$ cat src/rtl/mov_pkg.sv
// Shared constants and the writeback entry type for the 64-bit MOV writeback stage.
package mov_pkg;

    localparam int MOV_DW       = 64;
    localparam int MOV_AW       = 5;
    localparam int MOV_WB_DEPTH = 4;

    typedef struct packed {
        logic [MOV_AW-1:0] rd;
        logic [MOV_DW-1:0] data;
    } wb_entry_t;

endpackage

$ cat src/rtl/mov_wb_64_if.sv
// Register-file write port: request/acknowledge handshake carrying one write.
interface mov_wb_64_if
    import mov_pkg::*;
#(
    parameter int DW = MOV_DW,
    parameter int AW = MOV_AW
) ();

    logic          wr_req;
    logic [AW-1:0] wr_addr;
    logic [DW-1:0] wr_data;
    logic          wr_ack;

    modport master (output wr_req, output wr_addr, output wr_data, input  wr_ack);
    modport slave  (input  wr_req, input  wr_addr, input  wr_data, output wr_ack);

endinterface

$ cat src/rtl/wb_fifo.sv
// Generic synchronous FIFO with registered count/full/empty; a push into a full
// FIFO is accepted only when a pop completes in the same cycle.
module wb_fifo #(
    parameter int W     = 69,
    parameter int DEPTH = 4
) (
    input  logic                   clk,
    input  logic                   rst_n,
    input  logic                   i_push,
    input  logic [W-1:0]           i_din,
    input  logic                   i_pop,
    output logic [W-1:0]           o_dout,
    output logic                   o_empty,
    output logic                   o_full,
    output logic [$clog2(DEPTH):0] o_count
);
    localparam int PW = $clog2(DEPTH);
    localparam int CW = PW + 1;

    logic [W-1:0]  r_mem [DEPTH];
    logic [PW-1:0] r_wr_ptr;
    logic [PW-1:0] r_rd_ptr;
    logic [CW-1:0] r_count;
    logic          r_empty;
    logic          r_full;
    logic          w_do_push;
    logic          w_do_pop;
    logic [CW-1:0] w_count_nxt;

    assign w_do_pop  = i_pop && !r_empty;
    assign w_do_push = i_push && (!r_full || w_do_pop);

    // NOTE: default assignment first so no path through the case can infer a latch.
    always_comb begin
        w_count_nxt = r_count;
        case ({w_do_push, w_do_pop})
            2'b10:   w_count_nxt = r_count + CW'(1);
            2'b01:   w_count_nxt = r_count - CW'(1);
            default: w_count_nxt = r_count;
        endcase
    end

    always_ff @(posedge clk) begin
        if (!rst_n) begin
            r_wr_ptr <= '0;
            r_rd_ptr <= '0;
            r_count  <= '0;
            r_empty  <= 1'b1;
            r_full   <= 1'b0;
        end else begin
            if (w_do_push) r_wr_ptr <= r_wr_ptr + PW'(1);
            if (w_do_pop)  r_rd_ptr <= r_rd_ptr + PW'(1);
            r_count <= w_count_nxt;
            r_empty <= (w_count_nxt == '0);
            r_full  <= (w_count_nxt == CW'(DEPTH));
        end
    end

    // NOTE: storage is not reset; stale words are unreachable once pointers and
    // count are cleared, and the consumer masks the head while the FIFO is empty.
    always_ff @(posedge clk) begin
        if (w_do_push) r_mem[r_wr_ptr] <= i_din;
    end

    assign o_dout  = r_mem[r_rd_ptr];
    assign o_empty = r_empty;
    assign o_full  = r_full;
    assign o_count = r_count;

endmodule

$ cat src/rtl/mov_wb_64.sv
// Writeback end of the MOV pipeline: buffers results and writes them to the register file.
// Build option MOV_WB_BYPASS_EN: an empty FIFO forwards the incoming result combinationally.
module mov_wb_64
    import mov_pkg::*;
#(
    parameter int DW    = MOV_DW,
    parameter int AW    = MOV_AW,
    parameter int DEPTH = MOV_WB_DEPTH
) (
    input  logic                   clk,
    input  logic                   rst_n,
    input  logic                   in_valid,
    input  logic [DW-1:0]          in_data,
    input  logic [AW-1:0]          in_rd,
    mov_wb_64_if.master            wr,
    output logic                   full,
    output logic [$clog2(DEPTH):0] count,
    output logic                   ovf
);
    logic [AW+DW-1:0] w_head;
    logic [AW+DW-1:0] w_head_masked;
    logic             w_empty;
    logic             w_in_ok;
    logic             w_bypass;
    logic             w_push;
    logic             w_pop;
    logic             r_ovf;

    // Register 0 is hard-wired, so results targeting it are simply dropped.
    assign w_in_ok = in_valid && (in_rd != '0);

`ifdef MOV_WB_BYPASS_EN
    assign w_bypass = w_in_ok && w_empty;
`else
    assign w_bypass = 1'b0;
`endif

    // A bypassed result that is acknowledged at once never occupies a slot.
    assign w_push = w_in_ok && !(w_bypass && wr.wr_ack);
    assign w_pop  = !w_empty && wr.wr_ack;

    wb_fifo #(
        .W     (AW + DW),
        .DEPTH (DEPTH)
    ) u_fifo (
        .clk     (clk),
        .rst_n   (rst_n),
        .i_push  (w_push),
        .i_din   ({in_rd, in_data}),
        .i_pop   (w_pop),
        .o_dout  (w_head),
        .o_empty (w_empty),
        .o_full  (full),
        .o_count (count)
    );

    assign w_head_masked = w_empty ? '0 : w_head;

    assign wr.wr_req = !w_empty || w_bypass;
    assign {wr.wr_addr, wr.wr_data} = w_bypass ? {in_rd, in_data} : w_head_masked;

    always_ff @(posedge clk) begin
        if (!rst_n) begin
            r_ovf <= 1'b0;
        end else if (w_push && full && !w_pop) begin
            r_ovf <= 1'b1;
        end
    end

    assign ovf = r_ovf;

endmodule

$ cat src/flat_wrapper.sv
// flat-port wrapper written by rule: the top's interface ports become plain ports
module mov_wb_64_flat import mov_pkg::*;
#(
    parameter int DW    = MOV_DW,
    parameter int AW    = MOV_AW,
    parameter int DEPTH = MOV_WB_DEPTH
)
  (clk, rst_n, in_valid, in_data, in_rd, full, count, ovf, wr_wr_req, wr_wr_addr, wr_wr_data, wr_wr_ack);
  mov_wb_64_if #(.DW(DW), .AW(AW)) wr_i ();
  input  logic clk;
  input  logic rst_n;
  input  logic in_valid;
  input  logic [DW-1:0] in_data;
  input  logic [AW-1:0] in_rd;
  output logic full;
  output logic [$clog2(DEPTH):0] count;
  output logic ovf;
  output wire logic [$bits(wr_i.wr_req)-1:0] wr_wr_req;
  output wire logic [$bits(wr_i.wr_addr)-1:0] wr_wr_addr;
  output wire logic [$bits(wr_i.wr_data)-1:0] wr_wr_data;
  input wire logic [$bits(wr_i.wr_ack)-1:0] wr_wr_ack;
  assign wr_wr_req = wr_i.wr_req;
  assign wr_wr_addr = wr_i.wr_addr;
  assign wr_wr_data = wr_i.wr_data;
  assign wr_i.wr_ack = wr_wr_ack;
  mov_wb_64 #(.DW(DW), .AW(AW), .DEPTH(DEPTH)) u_core (.clk(clk), .rst_n(rst_n), .in_valid(in_valid), .in_data(in_data), .in_rd(in_rd), .wr(wr_i), .full(full), .count(count), .ovf(ovf));
endmodule
$ cat config.mk
export PLATFORM = sky130hd
export DESIGN_NAME = mov_wb_64_flat
export DESIGN_NICKNAME = d
export VERILOG_FILES = /design/src/rtl/mov_pkg.sv /design/src/rtl/mov_wb_64_if.sv /design/src/rtl/wb_fifo.sv /design/src/rtl/mov_wb_64.sv /design/src/flat_wrapper.sv
export SDC_FILE = /design/constraint.sdc
export NUM_CORES = 1
export LEC_CHECK = 0
export CELL_PAD_IN_SITES_DETAIL_PLACEMENT = 1
export CELL_PAD_IN_SITES_GLOBAL_PLACEMENT = 2
export CORE_MARGIN = 1
export CORE_UTILIZATION = 45
export CTS_BUF_LIST = sky130_fd_sc_hd__clkbuf_16
export DETAILED_ROUTE_END_ITERATION = 10
export PLACE_DENSITY = 0.9
export SETUP_SLACK_MARGIN = 0.4
export SLEW_MARGIN = 10
export SYNTH_ARGS = -nofsm -noshare
export SYNTH_HDL_FRONTEND = slang
export SYNTH_SLANG_ARGS = --single-unit
$ cat constraint.sdc
create_clock -name clk -period 5 [get_ports clk]
set_clock_uncertainty 0.1 [all_clocks]
set_input_delay 0.5 -clock clk [delete_from_list [all_inputs] [get_ports clk]]
set_output_delay 0.5 -clock clk [all_outputs]
set_load 0.005 [all_outputs]
==> results.cfg <==
[sta]
finalHoldViolCount = 0
fin_crit_ns = 3.74
worst_slack_ns = 1.26
fin_tns_setup_ns = 0
fmax_mhz = 267
setup_viol = 0
finalMaxSlewViolations = 0
grt_setup_unrepaired = no
worstMarginPinSlew_ns = 1.10
post-route-period-util = 0.749
slew_headroom = 0.265

[clock_tree]
cts_setup_buffers = 0
cts_tree = done
postCtsHoldBufs = 0
clk_pin_slew_ns = 0.06
numCtsBuffers = 31
cts_sinks = 288
cts-resized-gates = 0
cts_buffer_depth = 3
clk_latency_ns = 0.54
h-tree-depth = 1
cts-root-buf = clkbuf_16

[logic_synthesis]
ys_top_cells_by_area = edfxtp_1, mux4_2, and2_1
synth-seq-area-share = 0.776
synth_edf_count = 276
ys_ff_latch = 288
async_reset_ff_frac = 0
netlist_area_sq_um = 11000
ys.flop_type = edfxtp_1
avgSynthCellArea_sq_um = 22.1
synthCells = 498
ys.warnings.count = 0
synth_cell_types = 24
synth_nets = 577
yosysTopAreaCellShare = 0.754
post-synth-top-area-cell = edfxtp_1

[worst_setup_path]
start_kind = flip-flop
worstPathArrival_ns = 3.14
path_class = reg -> out
crit_chain = buf_4, mux4_2, and2_1, clkdlybuf4s50_1
crit_slowest_cell = dfxtp_4
slowest_delay_ns = 0.88
path_buf_inv = 2
worst_ep_required_time_ns = 4.40
crit_fanout = 41
path_delay_family = buffers and inverters
cp-end-kind = primary output

[pwr]
power.internal_mw = 4.60
p_per_area_nw_per_um2 = 430
p_leak_nw = 4.40
switchingPower_mw = 1.29
ir_worst_vdd_uv = 241
p_comb_frac = 0.150
p_clk_frac = 0.358
swShare = 0.220
pwr-share-seq = 0.492

[final_layout]
drive_above_1_share = 0.175
fin_nets = 734
syn_to_final_growth_pct = 24.6
diodes = 0
finalNonFillerCells = 993

[drt]
ant_nets = 0
dr.pass1.iters = 4
num_vias = 5259
drc = 0
drt-total-wl_um = 21900
viasPerCell = 5.30
first_iter_violations = 272
wl_per_cell_um = 22.1

[place]
dp_worst_setup_slack_ns = 1.62
dp.cells = 941
hpwl_um = 12900
place.gp.congestion = 0.730
portBuffers = 147

[grt]
grt_antenna_before_repair = 0
grt_max_degree = 71
grt_pass1_wl_um = 33300
grt_remaining_overflow = 0
first_global_vias = 5852
globalRouteTotalUtil = 0.181

[die]
ios = 148
initial_utilization = 0.464
row_count = 56
die_y_um = 158
core_area_sq_um = 23700
die-area_sq_um = 25100
die_w_um = 158

[flow_run]
drv_cap = 0

[hold_path]
worst_hold_path_type = reg -> reg

[run_status]
status = complete, no violations
placed cells by master (no fill, tap or decap), types with 2 or more instances in the layout:
| master | netlist | layout |
|---|---|---|
| clkdlybuf4s50_1 | 0 | 147 |
| bufinv_16 | 0 | 3 |
| mux2i_1 | 3 | 3 |
| and2_1 | 76 | 72 |
| and3_1 | 2 | 2 |
| clkinv_1 | 0 | 6 |
| clkinv_2 | 0 | 4 |
| ha_1 | 5 | 5 |
| inv_1 | 4 | 10 |
| clkbuf_16 | 0 | 31 |
| buf_4 | 0 | 2 |
| edfxtp_1 | 276 | 276 |
| mux4_2 | 69 | 69 |
| dfxtp_4 | 0 | 2 |
| dfxtp_1 | 12 | 10 |
| nor2_1 | 3 | 3 |
| nor2b_1 | 3 | 3 |
| and2_4 | 0 | 4 |
| nand2b_1 | 3 | 3 |
| xnor2_1 | 3 | 3 |
| nand2_1 | 7 | 7 |
sequential cells by signal, indices dropped and copies added, names as in the netlist, named ones only:
register / count
u_core.u_fifo.r_mem: 276
u_core.u_fifo.o_full: 1
u_core.u_fifo.o_count: 3
u_core.u_fifo.r_wr_ptr: 2
u_core.ovf: 1
u_core.u_fifo.r_rd_ptr: 2
u_core.u_fifo.o_empty: 1
power groups by stage:
stage / Clock, mW / Sequential, mW / Combinational [mW]
2_1_floorplan: 0 / 2.89 / 0.497
3_3_place_gp: 0 / 2.94 / 0.882
3_5_place_dp: 0 / 2.95 / 0.904
4_1_cts: 2.16 / 2.90 / 0.909
5_1_grt: 2.24 / 2.92 / 0.961
6_report: 2.11 / 2.90 / 0.884
worst paths after layout:
| check | startpoint | endpoint | slack (ns) | cells after the start |
|---|---|---|---|---|
| setup / recovery | flip-flop | wr_wr_data[28] | 1.26 | 4 |
| hold / removal | u_core.ovf | u_core.ovf | 0.38 | 1 |
| hold reg to reg | u_core.ovf | u_core.ovf | 0.38 | 1 |
| setup reg to reg | u_core.u_fifo.o_empty | u_core.u_fifo.o_empty | 2.32 | 10 |
cell families after synthesis:
group / after synthesis / share of synthesized area
compound gates: 3 / 0.00216
mux: 72 / 0.144
flops: 288 / 0.776
simple gates: 96 / 0.0526
xor+xnor: 4 / 0.00319
buf+inv: 29 / 0.0145
fa+ha+maj: 6 / 0.00751
synth_stat cells, drive strengths merged, types with 2 or more instances:
| library cell | instances |
|---|---|
| nor2b | 3 |
| and2 | 76 |
| ha | 5 |
| xnor2 | 3 |
| buf | 11 |
| dfxtp | 12 |
| and3 | 2 |
| inv | 4 |
| clkbuf | 14 |
| nand2 | 7 |
| mux4 | 69 |
| nor2 | 3 |
| mux2i | 3 |
| nand2b | 3 |
| edfxtp | 276 |
layer usage:
metal | wire, um | part of all wire | track usage
met1 | 9160 | 0.42 | 0.241
met2 | 11000 | 0.50 | 0.305
met3 | 1380 | 0.063 | 0.0378
met4 | 360 | 0.016 | 0.0458
met5 | 0 | 0 | 0
cell type report:
class / count / area, sq um
inverters: 4 / 15.0
well taps: 319 / 399
fillers: 2112 / 9990
clock inverters: 21 / 166
multi-input cells: 181 / 2310
flip-flops and latches: 288 / 8540
clock buffers: 31 / 776
repair buffers: 149 / 1490
through the flow:
step            util  power, mW  cell area [sq um]  hold slack [ns]
2_1_floorplan      -       3.38              11000            0.364
3_3_place_gp   0.538       3.82              12700            0.370
3_5_place_dp   0.538       3.86              12700            0.361
4_1_cts        0.578       5.97              13700            0.387
5_1_grt        0.578       6.12              13700            0.422
6_report       0.578       5.89              13700            0.380
No activity file was read; power rests on OpenSTA's default activity.
